===== src/rtl/sim_run_ctrl.sv =====
// Run controller for CPU simulation harnesses: sequences the CPU reset, counts
// RUN cycles, detects a PC self-loop or explicit halt, and enforces a cycle limit.
//
// state   | meaning
// S_HOLD  | CPU held in reset for RST_CYCLES edges
// S_RUN   | CPU running, cycles counted, PC watched for a self-loop
// S_DONE  | halt seen, outputs frozen until restart
// S_TO    | cycle limit reached, outputs frozen until restart
module sim_run_ctrl #(
    parameter int RST_CYCLES  = 2,
    parameter int MAX_CYCLES  = 10000,
    parameter int CNT_W       = 32,
    parameter int PC_W        = 32,
    parameter int HALT_REPEAT = 4
) (
    input  logic             i_clk,
    input  logic             i_reset,
    input  logic [PC_W-1:0]  i_pc,
    input  logic             i_halt_req,
    input  logic             i_restart,
    output logic             o_cpu_reset,
    output logic             o_running,
    output logic             o_done,
    output logic             o_timeout,
    output logic [CNT_W-1:0] o_cycle_count,
    output logic [PC_W-1:0]  o_halt_pc
);

    localparam int HW = (RST_CYCLES > 1) ? $clog2(RST_CYCLES) : 1;
    localparam int SW = $clog2(HALT_REPEAT) + 1;

    typedef enum logic [1:0] {
        S_HOLD = 2'd0,
        S_RUN  = 2'd1,
        S_DONE = 2'd2,
        S_TO   = 2'd3
    } state_t;

    state_t           r_state,      w_state_nxt;
    logic [HW-1:0]    r_hold_cnt,   w_hold_nxt;
    logic [SW-1:0]    r_stable_cnt, w_stable_nxt;
    logic             r_first,      w_first_nxt;
    logic [PC_W-1:0]  r_last_pc,    w_last_pc_nxt;
    logic             r_cpu_reset,  w_cpu_reset_nxt;
    logic             r_running,    w_running_nxt;
    logic             r_done,       w_done_nxt;
    logic             r_timeout,    w_timeout_nxt;
    logic [CNT_W-1:0] r_cycle_count, w_cycle_nxt;
    logic [PC_W-1:0]  r_halt_pc,    w_halt_pc_nxt;
    logic             w_same_pc;
    logic             w_halt;

    always_ff @(posedge i_clk or posedge i_reset) begin
        if (i_reset) begin
            r_state       <= S_HOLD;
            r_hold_cnt    <= '0;
            r_stable_cnt  <= '0;
            r_first       <= 1'b1;
            r_last_pc     <= '0;
            r_cpu_reset   <= 1'b1;
            r_running     <= 1'b0;
            r_done        <= 1'b0;
            r_timeout     <= 1'b0;
            r_cycle_count <= '0;
            r_halt_pc     <= '0;
        end else begin
            r_state       <= w_state_nxt;
            r_hold_cnt    <= w_hold_nxt;
            r_stable_cnt  <= w_stable_nxt;
            r_first       <= w_first_nxt;
            r_last_pc     <= w_last_pc_nxt;
            r_cpu_reset   <= w_cpu_reset_nxt;
            r_running     <= w_running_nxt;
            r_done        <= w_done_nxt;
            r_timeout     <= w_timeout_nxt;
            r_cycle_count <= w_cycle_nxt;
            r_halt_pc     <= w_halt_pc_nxt;
        end
    end

    always_comb begin
        w_state_nxt     = r_state;
        w_hold_nxt      = r_hold_cnt;
        w_stable_nxt    = r_stable_cnt;
        w_first_nxt     = r_first;
        w_last_pc_nxt   = r_last_pc;
        w_cpu_reset_nxt = r_cpu_reset;
        w_running_nxt   = r_running;
        w_done_nxt      = r_done;
        w_timeout_nxt   = r_timeout;
        w_cycle_nxt     = r_cycle_count;
        w_halt_pc_nxt   = r_halt_pc;
        w_same_pc       = 1'b0;
        w_halt          = 1'b0;

        case (r_state)
            S_HOLD: begin
                if (r_hold_cnt == HW'(RST_CYCLES - 1)) begin
                    w_state_nxt     = S_RUN;
                    w_cpu_reset_nxt = 1'b0;
                    w_running_nxt   = 1'b1;
                    w_first_nxt     = 1'b1;
                end else begin
                    w_hold_nxt = r_hold_cnt + 1'b1;
                end
            end
            S_RUN: begin
                w_cycle_nxt   = r_cycle_count + 1'b1;
                w_last_pc_nxt = i_pc;
                // The first RUN edge has no valid previous sample to compare with.
                w_same_pc = !r_first && (i_pc == r_last_pc);
                if (r_first) begin
                    w_stable_nxt = '0;
                    w_first_nxt  = 1'b0;
                end else if (w_same_pc) begin
                    w_stable_nxt = r_stable_cnt + 1'b1;
                end else begin
                    w_stable_nxt = '0;
                end
                w_halt = i_halt_req || (w_same_pc && (r_stable_cnt == SW'(HALT_REPEAT - 2)));
                if (w_halt) begin
                    w_state_nxt   = S_DONE;
                    w_running_nxt = 1'b0;
                    w_done_nxt    = 1'b1;
                    w_halt_pc_nxt = i_pc;
                end else if (r_cycle_count == CNT_W'(MAX_CYCLES - 1)) begin
                    w_state_nxt   = S_TO;
                    w_running_nxt = 1'b0;
                    w_timeout_nxt = 1'b1;
                end
            end
            S_DONE, S_TO: begin
                if (i_restart) begin
                    w_state_nxt     = S_HOLD;
                    w_cpu_reset_nxt = 1'b1;
                    w_done_nxt      = 1'b0;
                    w_timeout_nxt   = 1'b0;
                    w_cycle_nxt     = '0;
                    w_hold_nxt      = '0;
                    w_stable_nxt    = '0;
                end
            end
            default: begin
                w_state_nxt = S_HOLD;
            end
        endcase
    end

    assign o_cpu_reset   = r_cpu_reset;
    assign o_running     = r_running;
    assign o_done        = r_done;
    assign o_timeout     = r_timeout;
    assign o_cycle_count = r_cycle_count;
    assign o_halt_pc     = r_halt_pc;

endmodule


===== config.mk =====
export PLATFORM = sky130hd
export DESIGN_NAME = sim_run_ctrl
export DESIGN_NICKNAME = d
export VERILOG_FILES = /design/src/rtl/sim_run_ctrl.sv
export SDC_FILE = /design/constraint.sdc
export NUM_CORES = 1
export LEC_CHECK = 0
export CORE_AREA = 4 4 106 98
export DETAILED_ROUTE_END_ITERATION = 7
export DIE_AREA = 0 0 110 102
export GPL_ROUTABILITY_DRIVEN = 0
export PLACE_DENSITY = 0.94
export SYNTH_ARGS = -nofsm -noshare
export SYNTH_HDL_FRONTEND = slang
export SYNTH_SLANG_ARGS = --single-unit

===== constraint.sdc =====
create_clock -name i_clk -period 5.87 [get_ports i_clk]
set_input_delay 1.174 -clock i_clk [delete_from_list [all_inputs] [get_ports i_clk]]
set_output_delay 1.174 -clock i_clk [all_outputs]
set_load 0.1 [all_outputs]

==> results.cfg, run 1 <==
[run_status]
status = finished, final reports clean

[clock_network]
cts.sinks = 107
path_clk_slew_ns = 0.11
h-tree-depth = 3
numCtsBuffers = 9
cts_root_buf = clkbuf_8
clk_path_buf_depth = 2
cts_resized = 0
cts_setup_buffers = 0
insertion_delay_ns = 0.38
cts_hold_buf = 0
cts_tree = built

[detailed_routing]
dr.pass1.iters = 5
viasPerCell = 5.71
drc = 0
via_count = 4051
wl_per_cell_um = 16.8
ant_nets = 0
drtIter0Drc = 319
drt_wl_total_mm = 11.9

[min_path]
holdCritPathClass = register to register

[die]
die_w_um = 110
num_rows = 34
dieArea_mm2 = 0.0112
initial_utilization_pct = 52.7
die_h_um = 102
ioPinCount = 104
core-area_mm2 = 0.00940

[power]
leakage_nw = 2.84
seqPwrFrac_pct = 32.6
p_per_area_mw_per_mm2 = 575
p_switching_mw = 1.93
power.internal_mw = 1.69
clockPowerShare_pct = 12.5
p_total_mw = 3.62
ir_worst_vdd_mv = 0.527
combPwrFrac_pct = 54.9
p_sw_share_pct = 53.3

[sta]
finalCriticalPeriod_ns = 3.56
hold_viol = 0
tns_ns = 0
relSlewSlack_pct = 23.3
slew_viol_final = 0
setup_viol = 0
min_period_over_period_pct = 60.6
tightest_slew_ns = 1.15
rsz0062_at_grt = no
clock_skew_ns = 0.0215
max_freq_mhz = 281

[layout]
area_delta_synth_final_pct = 27.1
most-common-layout-cells = 122 x nand2_1, 105 x dfrtp_1, 103 x clkdlybuf4s50_1
final_common_cell = nand2_1
drive_above_1_share_pct = 9.93
fillCellCount = 687
fin_nets = 618
antenna_cells = 0

[synthesis]
ys_seq_elements = 107
ys_types = 52
ys_seq_area_share_pct = 54.1
async_flop_share_pct = 100
synth_flop_cell = dfrtp_1
ys_warn_count = 0
netlist_area_mm2 = 0.00495
yosys-top-cells-area = dfrtp_1 53%, nand2_1 9.2%, mux2_2 6.6%, xor2_1 6.2%, mux2i_1 2.2%
synth_edf_count = 0
netlist_instances = 481
synth_nets = 520
synth_top_area_share_pct = 53.0
synth_area_per_cell_um2 = 10.3
yosys.area.top_type = dfrtp_1

[placement]
port_buffers = 103
dp_hpwl_mm = 8.66

[setup_path]
worstPathMaxFanout = 33
reg2reg_slack_ns = 3.00
r2r_cells = 5
path_buf_inv = 1
cp_top_family = simple AND/OR/NAND/NOR gates
crit_end = o_halt_pc[26]
crit_path_end_kind = register
crit_arrival_ns = 3.81
path_depth = 7
critPathKind = input pin to register
r2r-end = o_halt_pc[26]
worstSetupStartpoint = i_pc[18]
cp.required_ns = 6.12
rr_startpoint = r_state[1]
crit_chain = clkdlybuf4s50_1, xor2_1, nor4_1, nand3_1, nor3_1, a31oi_4, mux2_2
startpoint_type = input pin
critPathSlowestCell = nor4_1
cp_slowest_stage_delay_ns = 0.51

[global_route]
grt_pass1_wl_mm = 19.8
antenna_found_initial = 0
track_usage_pct = 22.2
grt_pass1_vias = 4163
overflow = 0
grt_max_degree = 56

[run]
maxCapViolCount = 0
==> area by class of cell <==
cell class	instances	area, µm²	area share (%)
flip-flops and latches	107	2680	42.6
well taps	126	158	2.50
repair buffers	105	1050	16.6
clock inverters	7	80.1	1.27
clock buffers	9	124	1.97
multi-input cells	344	2160	34.3
inverters	12	47.5	0.755
==> layer usage <==
layer  GRT usage (%)  routed length (µm)  vias to the layer above
met3            4.23                 868                       23
li1                -                   -                     1857
met5               0                   0                        -
met1            28.3                4790                     1992
met4            6.14                 204                        0
met2            38.9                6050                      179
==> metrics by stage <==
stage          setup slack, ns  hold WS (ns)  cells  area [µm²]  utilization (%)
2_1_floorplan             1.88         0.464    481        4950                -
3_3_place_gp              2.11         0.472    694        6090             64.8
3_5_place_dp              1.98         0.483    694        6090             64.8
4_1_cts                   2.28         0.501    710        6300             67.0
5_1_grt                   2.20         0.526    710        6300             67.0
6_report                  2.31         0.494    710        6300             67.0
==> worst min-delay path by stage <==
stage | from | slack [ns] | cells past startpoint | to
after global routing | r_last_pc[26] | 0.53 | 2 | r_last_pc[26]
after CTS | o_cpu_reset | 0.50 | 2 | o_cpu_reset
after global placement | o_cpu_reset | 0.47 | 2 | o_cpu_reset
final | o_cpu_reset | 0.49 | 2 | o_cpu_reset
after floorplan | r_last_pc[7] | 0.46 | 2 | r_last_pc[7]
after detailed placement | o_cpu_reset | 0.48 | 2 | o_cpu_reset
==> power groups by stage <==
stage	clock network, mW	registers, mW	logic, mW
3_3_place_gp	0	1.17	1.95
4_1_cts	0.458	1.18	2.00
3_5_place_dp	0	1.19	1.99
5_1_grt	0.493	1.21	2.10
6_report	0.453	1.18	1.99
2_1_floorplan	0	2.12	0.567
==> logic make-up after synthesis <==
logic type | after synthesis | synth area share, %
DFF | 107 | 54.1
xor gates and xnor gates | 38 | 6.72
adders and majority gates | 3 | 0.758
buffers and inverters | 30 | 2.55
and+or+nand+nor | 222 | 21.4
AOI/OAI and AO/OA | 41 | 5.66
muxes | 40 | 8.81
==> cells in the mapped netlist, types with 2 or more instances <==
cell type,instances
xnor2_1,3
o31ai_1,4
buf_2,5
inv_1,12
mux2_2,29
ha_1,3
nand2b_1,2
dfstp_2,2
nand3_1,13
xor2_1,35
o211ai_1,3
o22ai_1,3
nor2b_1,5
o41ai_1,2
and2_1,4
nor3_1,9
and4_1,3
a2111oi_0,2
nand4_1,12
nor2_1,19
and3_1,3
nand2_1,122
nor4_1,17
clkbuf_1,9
a21oi_1,2
mux2i_1,11
buf_1,2
o21ai_0,14
a21o_1,2
or3_1,2
buf_4,2
dfrtp_1,105
==> flip-flops by register name, summed over array words and instances, names as in the netlist, 2 cells and up <==
name           cells
o_cycle_count     32
r_stable_cnt       3
o_halt_pc         32
r_last_pc         32
r_state            2
==> worst reg2reg max path, cell delays in order, from the launching register on <==
cell	delay (ns)
dfrtp_1	0.51
and2b_2	0.52
nand3_1	0.25
nor2b_1	0.09
a31oi_4	0.92
mux2_2	0.45
(Power assumes the default switching activity.)
==> run 2: changes to the inputs <==
==> config.mk (replaced) <==
export PLATFORM = sky130hd
export DESIGN_NAME = sim_run_ctrl
export DESIGN_NICKNAME = d
export VERILOG_FILES = /design/src/rtl/sim_run_ctrl.sv
export SDC_FILE = /design/constraint.sdc
export NUM_CORES = 1
export LEC_CHECK = 0
export CORE_AREA = 4 4 115 106
export DETAILED_ROUTE_END_ITERATION = 7
export DIE_AREA = 0 0 119 110
export GPL_ROUTABILITY_DRIVEN = 0
export PLACE_DENSITY = 0.86
export SYNTH_ARGS = -nofsm -noshare
export SYNTH_HDL_FRONTEND = slang
export SYNTH_SLANG_ARGS = --single-unit
==> constraint.sdc (replaced) <==
create_clock -name i_clk -period 2.88 [get_ports i_clk]
set_input_delay 0.576 -clock i_clk [delete_from_list [all_inputs] [get_ports i_clk]]
set_output_delay 0.576 -clock i_clk [all_outputs]
set_load 0.1 [all_outputs]
==> run 2 against run 1 <==
  * Sequential power grew 110%
  * Cell area grew 1.2%
  * Global-route usage shrank 3.3 points
  * Flip-flop and latch count is the same
  * Via count shrank 0.20%
  * Total power grew 110%
  * Final cell count grew 4.9%
  * Clock skew shrank 0.012 ns
  * Count of clock-buffer cells in the layout grew 3
  * Critical path type unchanged
  * Highest routed layer unchanged
==> results.cfg, run 2 (synthesis results as in run 1) <==
[sta]
setup_viol = 0
tns_ns = 0
hold_viol = 0
slew_viol_final = 0
min_period_over_period_pct = 92.6
rsz0062_at_grt = no
clock_skew_ns = 0.00930
relSlewSlack_pct = 57.7
finalCriticalPeriod_ns = 2.67
tightest_slew_ns = 0.633
max_freq_mhz = 375

[clock_network]
cts_root_buf = clkbuf_16
cts.sinks = 107
clk_path_buf_depth = 2
insertion_delay_ns = 0.34
path_clk_slew_ns = 0.07
cts_resized = 0
cts_hold_buf = 0
cts_tree = built
h-tree-depth = 3
numCtsBuffers = 9
cts_setup_buffers = 0

[die]
die_h_um = 110
ioPinCount = 104
dieArea_mm2 = 0.0131
die_w_um = 119
initial_utilization_pct = 45.6
core-area_mm2 = 0.0109
num_rows = 36

[placement]
dp_hpwl_mm = 8.81
dpl.cell_count = 729
port_buffers = 103

[global_route]
overflow = 0
track_usage_pct = 18.9
grt_pass1_wl_mm = 20.0
grt_max_degree = 48
grt_pass1_vias = 4142
antenna_found_initial = 0

[power]
p_total_mw = 7.70
p_switching_mw = 3.92
leakage_nw = 3.05
clockPowerShare_pct = 16.5
p_sw_share_pct = 50.9
ir_worst_vdd_mv = 1.13
power.internal_mw = 3.78
combPwrFrac_pct = 52.0
seqPwrFrac_pct = 31.5
p_per_area_mw_per_mm2 = 1210

[detailed_routing]
wl_met3_um = 929
wl_per_cell_um = 16.4
drt_wl_total_mm = 12.2
routed.top_layer = met4
viasPerCell = 5.43
wl_met2_mm = 6.01
ant_nets = 0
drtIter0Drc = 325
drc = 0
wl_met1_mm = 5.15
via_count = 4043
dr.pass1.iters = 5

[setup_path]
cp.required_ns = 3.11
crit_path_end_kind = register
reg2reg_slack_ns = 0.52
crit_arrival_ns = 2.90
critPathKind = input pin to register
startpoint_type = input pin
worstPathMaxFanout = 12

[layout]
area_delta_synth_final_pct = 28.7
fin_nets = 627
fin_cells = 745
drive_above_1_share_pct = 22.6
final_common_cell = nand2_1
multi_input_area_mm2 = 0.00216
fillCellCount = 881
final_util_pct = 58.7
most-common-layout-cells = 122 x nand2_1, 105 x dfrtp_1, 76 x buf_4
regArea_mm2 = 0.00268
antenna_cells = 0

[min_path]
holdCritPathClass = register to register

[run_status]
status = finished, final reports clean

[run]
maxCapViolCount = 0
-- run 2: cell count changes in the layout (fill, tap and decap cells not counted), moves of 2 or more --
cell             previous run  this run
clkbuf_8                    9         2
buf_4                       2        76
clkbuf_16                   0         9
buf_12                      0         3
clkinv_8                    2         0
clkdlybuf4s50_1           103        35
inv_8                       2         0
-- run 2: power groups by stage --
stage          logic [mW]  clock network [mW]  registers (mW)
4_1_cts              4.03                1.30            2.42
3_3_place_gp         3.92                   0            2.40
3_5_place_dp         4.01                   0            2.43
5_1_grt              4.21                1.35            2.48
6_report             4.00                1.27            2.42
2_1_floorplan        1.16                   0            4.33
-- run 2: cell type report --
cell class,count,share of cell area [%]
flip-flops and latches,107,42.0
multi-input cells,344,33.9
repair buffers,114,15.4
clock buffers,12,4.02
well taps,152,2.98
clock inverters,4,0.864
inverters,12,0.765
-- run 2: critical path: stages --
cell and delay, ns:
clkdlybuf4s50_1 0.55, nor2b_1 0.08, a2111oi_0 0.52, nand3_1 0.18, nor3_1 0.32, a31oi_4 0.16, buf_4 0.22, mux2_2 0.29
-- run 2: final timing paths --
check	from	endpoint	depth (start not counted)
max	i_pc[9]	o_halt_pc[17]	8
min	o_cpu_reset	o_cpu_reset	2
max reg2reg	o_cycle_count[3]	o_cycle_count[31]	6
min reg2reg	o_cpu_reset	o_cpu_reset	2
max in group asynchronous	i_reset	o_cpu_reset	3
min in group asynchronous	i_reset	o_cycle_count[20]	2
-- run 2: stage by stage --
step | setup slack, ns | hold WS, ns | instance area, µm²
finish | 0.214 | 0.494 | 6370
CTS | 0.213 | 0.490 | 6370
global placement | 0.0885 | 0.477 | 6060
global route | 0.136 | 0.520 | 6370
detailed placement | 0.00152 | 0.479 | 6060
floorplan | 0.148 | 0.464 | 4960
-- run 2: metal layers --
layer  vias to the layer above  global-route usage, %
met3                        13                   5.36
met2                       179                   32.2
met5                         -                      0
li1                       1876                      -
met4                         0                   5.38
met1                      1975                   23.9
==> run 3: changes to the inputs <==
--- a/config.mk
+++ b/config.mk
@@ -6,10 +6,12 @@
 export NUM_CORES = 1
 export LEC_CHECK = 0
 export CORE_AREA = 4 4 115 106
+export CTS_CLUSTER_DIAMETER = 60
 export DETAILED_ROUTE_END_ITERATION = 7
 export DIE_AREA = 0 0 119 110
 export GPL_ROUTABILITY_DRIVEN = 0
-export PLACE_DENSITY = 0.86
+export PLACE_DENSITY = 0.79
 export SYNTH_ARGS = -nofsm -noshare
 export SYNTH_HDL_FRONTEND = slang
 export SYNTH_SLANG_ARGS = --single-unit
+export TNS_END_PERCENT = 50
==> run 3 against run 2 <==
  * Critical path depth is the same
  * Largest power group unchanged
  * Total power grew 0.27%
  * Count of clock-buffer cells in the layout shrank 1
  * Sequential power is essentially flat
  * Clock power grew 6%
  * Global-route usage shrank 0.38 points
  * Fmax grew 8.1%
  * Highest routed layer unchanged
  * Die area is the same
  * Setup slack gained 0.20 ns
  * Sequential share of layout area shrank 0.21 points
  * Largest cell class unchanged
==> results.cfg, run 3 (synthesis results as in run 1) <==
[run_status]
status = finished, final reports clean

[global_route]
grt_pass1_wl_mm = 19.5
grt_pass1_vias = 3959
antenna_found_initial = 0
grt_max_degree = 40
overflow = 0
track_usage_pct = 18.5

[layout]
most-common-layout-cells = 122 x nand2_1, 105 x dfrtp_1, 78 x buf_4
area_delta_synth_final_pct = 29.3
fin_cells = 747
fin_area_mm2 = 0.00641
final_common_cell = nand2_1
drive_above_1_share_pct = 22.9
fin_nets = 629
antenna_cells = 0

[clock_network]
insertion_delay_ns = 0.35
cts_setup_buffers = 0
h-tree-depth = 3
cts_resized = 0
cts_root_buf = clkbuf_16
path_clk_slew_ns = 0.07
cts.sinks = 107
clk_path_buf_depth = 2
numCtsBuffers = 9
cts_hold_buf = 0
cts_tree = built

[power]
p_total_mw = 7.72
p_per_area_mw_per_mm2 = 1200
leakage_nw = 3.06
ir_worst_vdd_mv = 1.17

[min_path]
worstHoldEndpoint = o_timeout
hold_path_depth = 2
hp-start = o_timeout
holdCritPathClass = register to register

[setup_path]
critPathKind = input pin to register
path_buf_inv = 2
rr_startpoint = r_state[1]
cp_top_family = simple AND/OR/NAND/NOR gates
cp_slowest_stage_delay_ns = 0.45
r2r_cells = 5
worstSetupStartpoint = i_pc[18]
r2r-end = o_cycle_count[26]
startpoint_type = input pin
crit_chain = clkdlybuf4s50_1, xor2_1, nor4_1, nand3_1, nor3_1, a31oi_4, buf_4, mux2_2
crit_path_end_kind = register
reg2reg_slack_ns = 0.50
crit_arrival_ns = 2.69
critPathSlowestCell = clkdlybuf4s50_1
cp.required_ns = 3.10
worstPathMaxFanout = 9

[sta]
relSlewSlack_pct = 54.5
rsz0062_at_grt = no
max_freq_mhz = 405
hold_viol = 0
setup_viol = 0
finalCriticalPeriod_ns = 2.47
min_period_over_period_pct = 85.7
clock_skew_ns = 0.0114
slew_viol_final = 0
tns_ns = 0
tightest_slew_ns = 0.681
setup_ws_ns = 0.413

[placement]
place_area_mm2 = 0.00608
port_buffers = 103
dp_hpwl_mm = 8.58
post-place-ws_ns = 0.0668
dpl.cell_count = 731

[detailed_routing]
wl_per_cell_um = 15.7
drtIter0Drc = 235
via_count = 3936
drt_wl_total_mm = 11.8
dr.pass1.iters = 5
viasPerCell = 5.27
drc = 0
ant_nets = 0

[die]
num_rows = 36
initial_utilization_pct = 45.6
die_w_um = 119
core-area_mm2 = 0.0109
die_h_um = 110
ioPinCount = 104
dieArea_mm2 = 0.0131

[run]
maxCapViolCount = 0
[run 3: changes by cell type in the layout (fill, tap and decap cells not counted)]
cell	change
buf_4	+2
bufinv_16	+1
clkinv_4	+1
inv_6	-1
clkbuf_8	-1
[run 3: worst max-delay path by stage]
stage	to	cells after the start	slack, ns
floorplan	o_cycle_count[26]	7	0.15
global placement	o_halt_pc[31]	8	0.11
detailed placement	o_halt_pc[27]	8	0.07
CTS	o_halt_pc[27]	8	0.39
global route	o_halt_pc[24]	8	0.27
finish	o_halt_pc[27]	8	0.41
[run 3: power breakdown]
part	total, mW	leakage [nW]	switching [mW]	internal, mW
Sequential	2.42	1.35	0.365	2.05
Clock	1.34	0.156	0.547	0.791
Combinational	3.96	1.56	2.96	1.00
Total	7.72	3.06	3.88	3.84
[run 3: cell type report]
type                    count  area [µm²]
multi-input cells         344        2160
flip-flops and latches    107        2680
inverters                  12        48.8
clock inverters             5        85.1
fillers                   912        4450
clock buffers              11         243
well taps                 152         190
repair buffers            116         996
[run 3: worst reg2reg max path, cell delays in order, from the launching register on]
cell and delay (ns):
dfrtp_1 0.46, and2b_2 0.45, nor2_2 0.15, or4b_1 0.70, or3_1 0.40, a21oi_1 0.15
[run 3: metrics by stage]
step / hold WS (ns) / utilization [%]
6_report: 0.490 / 59.0
3_5_place_dp: 0.482 / 56.0
2_1_floorplan: 0.464 / -
4_1_cts: 0.493 / 59.0
3_3_place_gp: 0.476 / 56.0
5_1_grt: 0.514 / 59.0
[run 3: routing by layer]
metal	wire length, µm	GRT usage, %	part of all wire, %
met5	0	0	0
met2	5730	30.1	49
met3	566	3.78	4.8
met1	5330	25.5	45
met4	125	5.29	1.1
==> RTL change, RTL diff (flow settings as in run 2) <==
`CNT_W`: 32 -> 40.
--- a/src/rtl/sim_run_ctrl.sv
+++ b/src/rtl/sim_run_ctrl.sv
@@ -9,7 +9,7 @@
 module sim_run_ctrl #(
     parameter int RST_CYCLES  = 2,
     parameter int MAX_CYCLES  = 10000,
-    parameter int CNT_W       = 32,
+    parameter int CNT_W       = 40,
     parameter int PC_W        = 32,
     parameter int HALT_REPEAT = 4
 ) (
Interface: changed (resized o_cycle_count); port bits go from 104 to 112. The function was not compared with the original's and may differ.
==> RTL change against run 2 <==
Combinational power rose by 4%; setup slack got worse by 0.033 ns; sequential share of layout area is 3.0 points lower; critical path depth up 1; wire length up 14%; cell area up 16%; total power rose by 17%; synthesized area increased by 10%; sequential cell count is 8 higher; critical endpoint is now o_halt_pc[0]$_DFFE_PP0P_; highest routed layer unchanged.
==> RTL change: results (changes against run 2) <==
Status
  • Status: finished, final reports clean (unchanged)

Global route
  • Pin count of the biggest net entering global routing: 81 (was 48)
  • First-pass GRT wire length: 22.65 mm (was 20.02 mm)
  • Gr usage total: 22.19% (was 18.92%)
  • Initial antenna violation count: 0 (unchanged)
  • Vias in the first global route: 4553 (was 4142)

Clock network
  • Worst-path clk slew: 0.05 ns (was 0.07 ns)
  • Clk buf depth: 2 (unchanged)
  • CTS Root Cell: clkbuf_16 (unchanged)
  • Clock Latency Late Sink: 0.41 ns (was 0.34 ns)
  • CTS H-tree depth: 4 (was 3)
  • Post-CTS Setup Inserts: 0 (unchanged)
  • CTS buffer count: 17 (was 9)
  • Post-cts repair resize count: 0 (unchanged)

Timing
  • Worst clock skew: 0.007195 ns (was 0.009296 ns)
  • Slew HR: 70.36% (was 57.70%)

Logic synthesis
  • Seq/Total Area, Yosys: 52.65% (was 54.09%)
  • Total number of yosys warnings: 0 (unchanged)
  • Most frequent cells after synthesis: 113 x dfrtp_1, 102 x nand2_1, 53 x nor2_1 (was 122 x nand2_1, 105 x dfrtp_1, 35 x xor2_1)
  • Synth unique cells: 52 (unchanged)
  • Main area contributors after synthesis: dfrtp_1 52%, mux2_4 7.4%, nand2_1 7.0% (was dfrtp_1 53%, nand2_1 9.2%, mux2_2 6.6%)
  • Post-synth ARST share: 100.0% (unchanged)
  • Synth Net Count: 561 (was 520)

Critical path
  • Slowest cell on crit path: clkdlybuf4s50_1 (unchanged)
  • Crit path max-delay family: buffers and inverters (unchanged)
  • R2R Setup Slk: 0.37 ns (was 0.52 ns)
  • Reg2reg path depth: 6 (unchanged)
  • CP arrival: 2.99 ns (was 2.90 ns)
  • Crit path max fanout: 10 (was 12)
  • Critical Path Max Stage Delay: 0.52 ns (was 0.55 ns)
  • FF-to-FF Start: o_cycle_count[29]$_DFFE_PP0P_ (was o_cycle_count[3]$_DFFE_PP0P_)
  • R2r endpoint: o_timeout$_DFFE_PP0P_ (was o_cycle_count[31]$_DFFE_PP0P_)

Drt
  • Routed vias/inst: 5.313 (was 5.427)
  • DR pass1 iterations: 4 (was 5)
  • Met2 Routed Length: 7.245 mm (was 6.008 mm)
  • Met3 wire length: 726 µm (was 929 µm)
  • Metal-1 WL: 5.633 mm (was 5.146 mm)
  • DR top layer: met4 (unchanged)
  • Wirelength, routed: 13.91 mm (was 12.21 mm)
  • DRT iter0 DRCs: 237 (was 325)

Placed design
  • PortBufs: 111 (was 103)
  • Post-Place Worst Slack: -0.2322 ns (was 0.001516 ns)
  • Placed Instance Area: 0.006741 mm² (was 0.006063 mm²)
  • Detailed Place HPWL: 9.845 mm (was 8.808 mm)

Layout
  • Diodes inserted: 0 (unchanged)
  • Final net count: 701 (was 627)
  • Share of cells above drive strength 1: 27.11% (was 22.60%)
  • Max FFs per register: 40

Power and ir drop
  • Leakage: 3.526 nW (was 3.048 nW)
  • Worst-case vdd ir drop: 859.8 µV (was 1133 µV)

Min path
  • Hold Crit Class: in -> async (was reg -> reg)
-- RTL change: cell count changes after synthesis, moves of 7 or more --
| cell | change |
|---|---|
| nor2_1 | +34 |
| mux2_4 | +27 |
| xnor2_1 | +27 |
| mux2_2 | -24 |
| nand2_1 | -20 |
| inv_1 | +10 |
| mux2i_1 | -10 |
| nor4_1 | -9 |
| dfrtp_1 | +8 |
| xor2_1 | -8 |
| nand4_1 | +7 |
-- RTL change: worst register-to-register path: stages (launching register included) --
cell and delay, ns:
dfrtp_1 0.42, or4_1 0.53, or4_1 0.44, nor3_1 0.25, nand4_1 0.27, a311oi_1 0.34
a2bb2oi_1 0.18
-- RTL change: layer usage --
layer,track usage (%),vias up
li1,-,2046
met1,26.73,2186
met2,38.08,136
met3,5.765,26
met4,9.677,0
met5,0,-
-- RTL change: power by group --
group          internal [W]  switching [W]
Clock               0.00153       0.000736
Combinational       0.00118        0.00299
Sequential          0.00217       0.000405
Total               0.00487        0.00413
-- RTL change: area by class of cell --
type | instances | area [µm²]
Clock buffer | 18 | 429.2
Clock inverter | 14 | 211.5
Fill cell | 764 | 3473
Inverter | 22 | 86.33
Multi-Input combinational cell | 365 | 2411
Sequential cell | 115 | 2883
Tap cell | 152 | 190.2
Timing Repair Buffer | 141 | 1171
-- RTL change: per-stage QoR --
stage          hold slack, ns  cells  util (%)
6_report               0.4691    827     68.00
5_1_grt                0.4788    827     68.00
4_1_cts                0.4642    827     68.00
3_5_place_dp           0.4877    795     62.10
3_3_place_gp           0.4752    795     62.10
2_1_floorplan          0.4560    522         -
-- RTL change: cells by family after synthesis --
group / share of synthesized area [%]
and+or+nand+nor: 20.38
DFF: 52.65
xor gates and xnor gates: 9.126
buffers and inverters: 3.316
AOI/OAI and AO/OA: 5.215
muxes: 8.623
adders and majority gates: 0.6863
-- RTL change: worst max path at each step --
| stage | start | end | slack [ns] | depth (start not counted) |
|---|---|---|---|---|
| after global placement | i_pc[0] | o_halt_pc[19]$_DFFE_PP0P_ | -0.18 | 9 |
| after global routing | i_pc[0] | o_halt_pc[5]$_DFFE_PP0P_ | 0.13 | 9 |
| final | i_pc[0] | o_halt_pc[0]$_DFFE_PP0P_ | 0.18 | 9 |
| after CTS | i_pc[0] | o_halt_pc[19]$_DFFE_PP0P_ | 0.21 | 9 |
| after floorplan | o_cycle_count[11]$_DFFE_PP0P_ | o_cycle_count[31]$_DFFE_PP0P_ | 0.12 | 7 |
| after detailed placement | i_pc[0] | o_halt_pc[19]$_DFFE_PP0P_ | -0.23 | 9 |
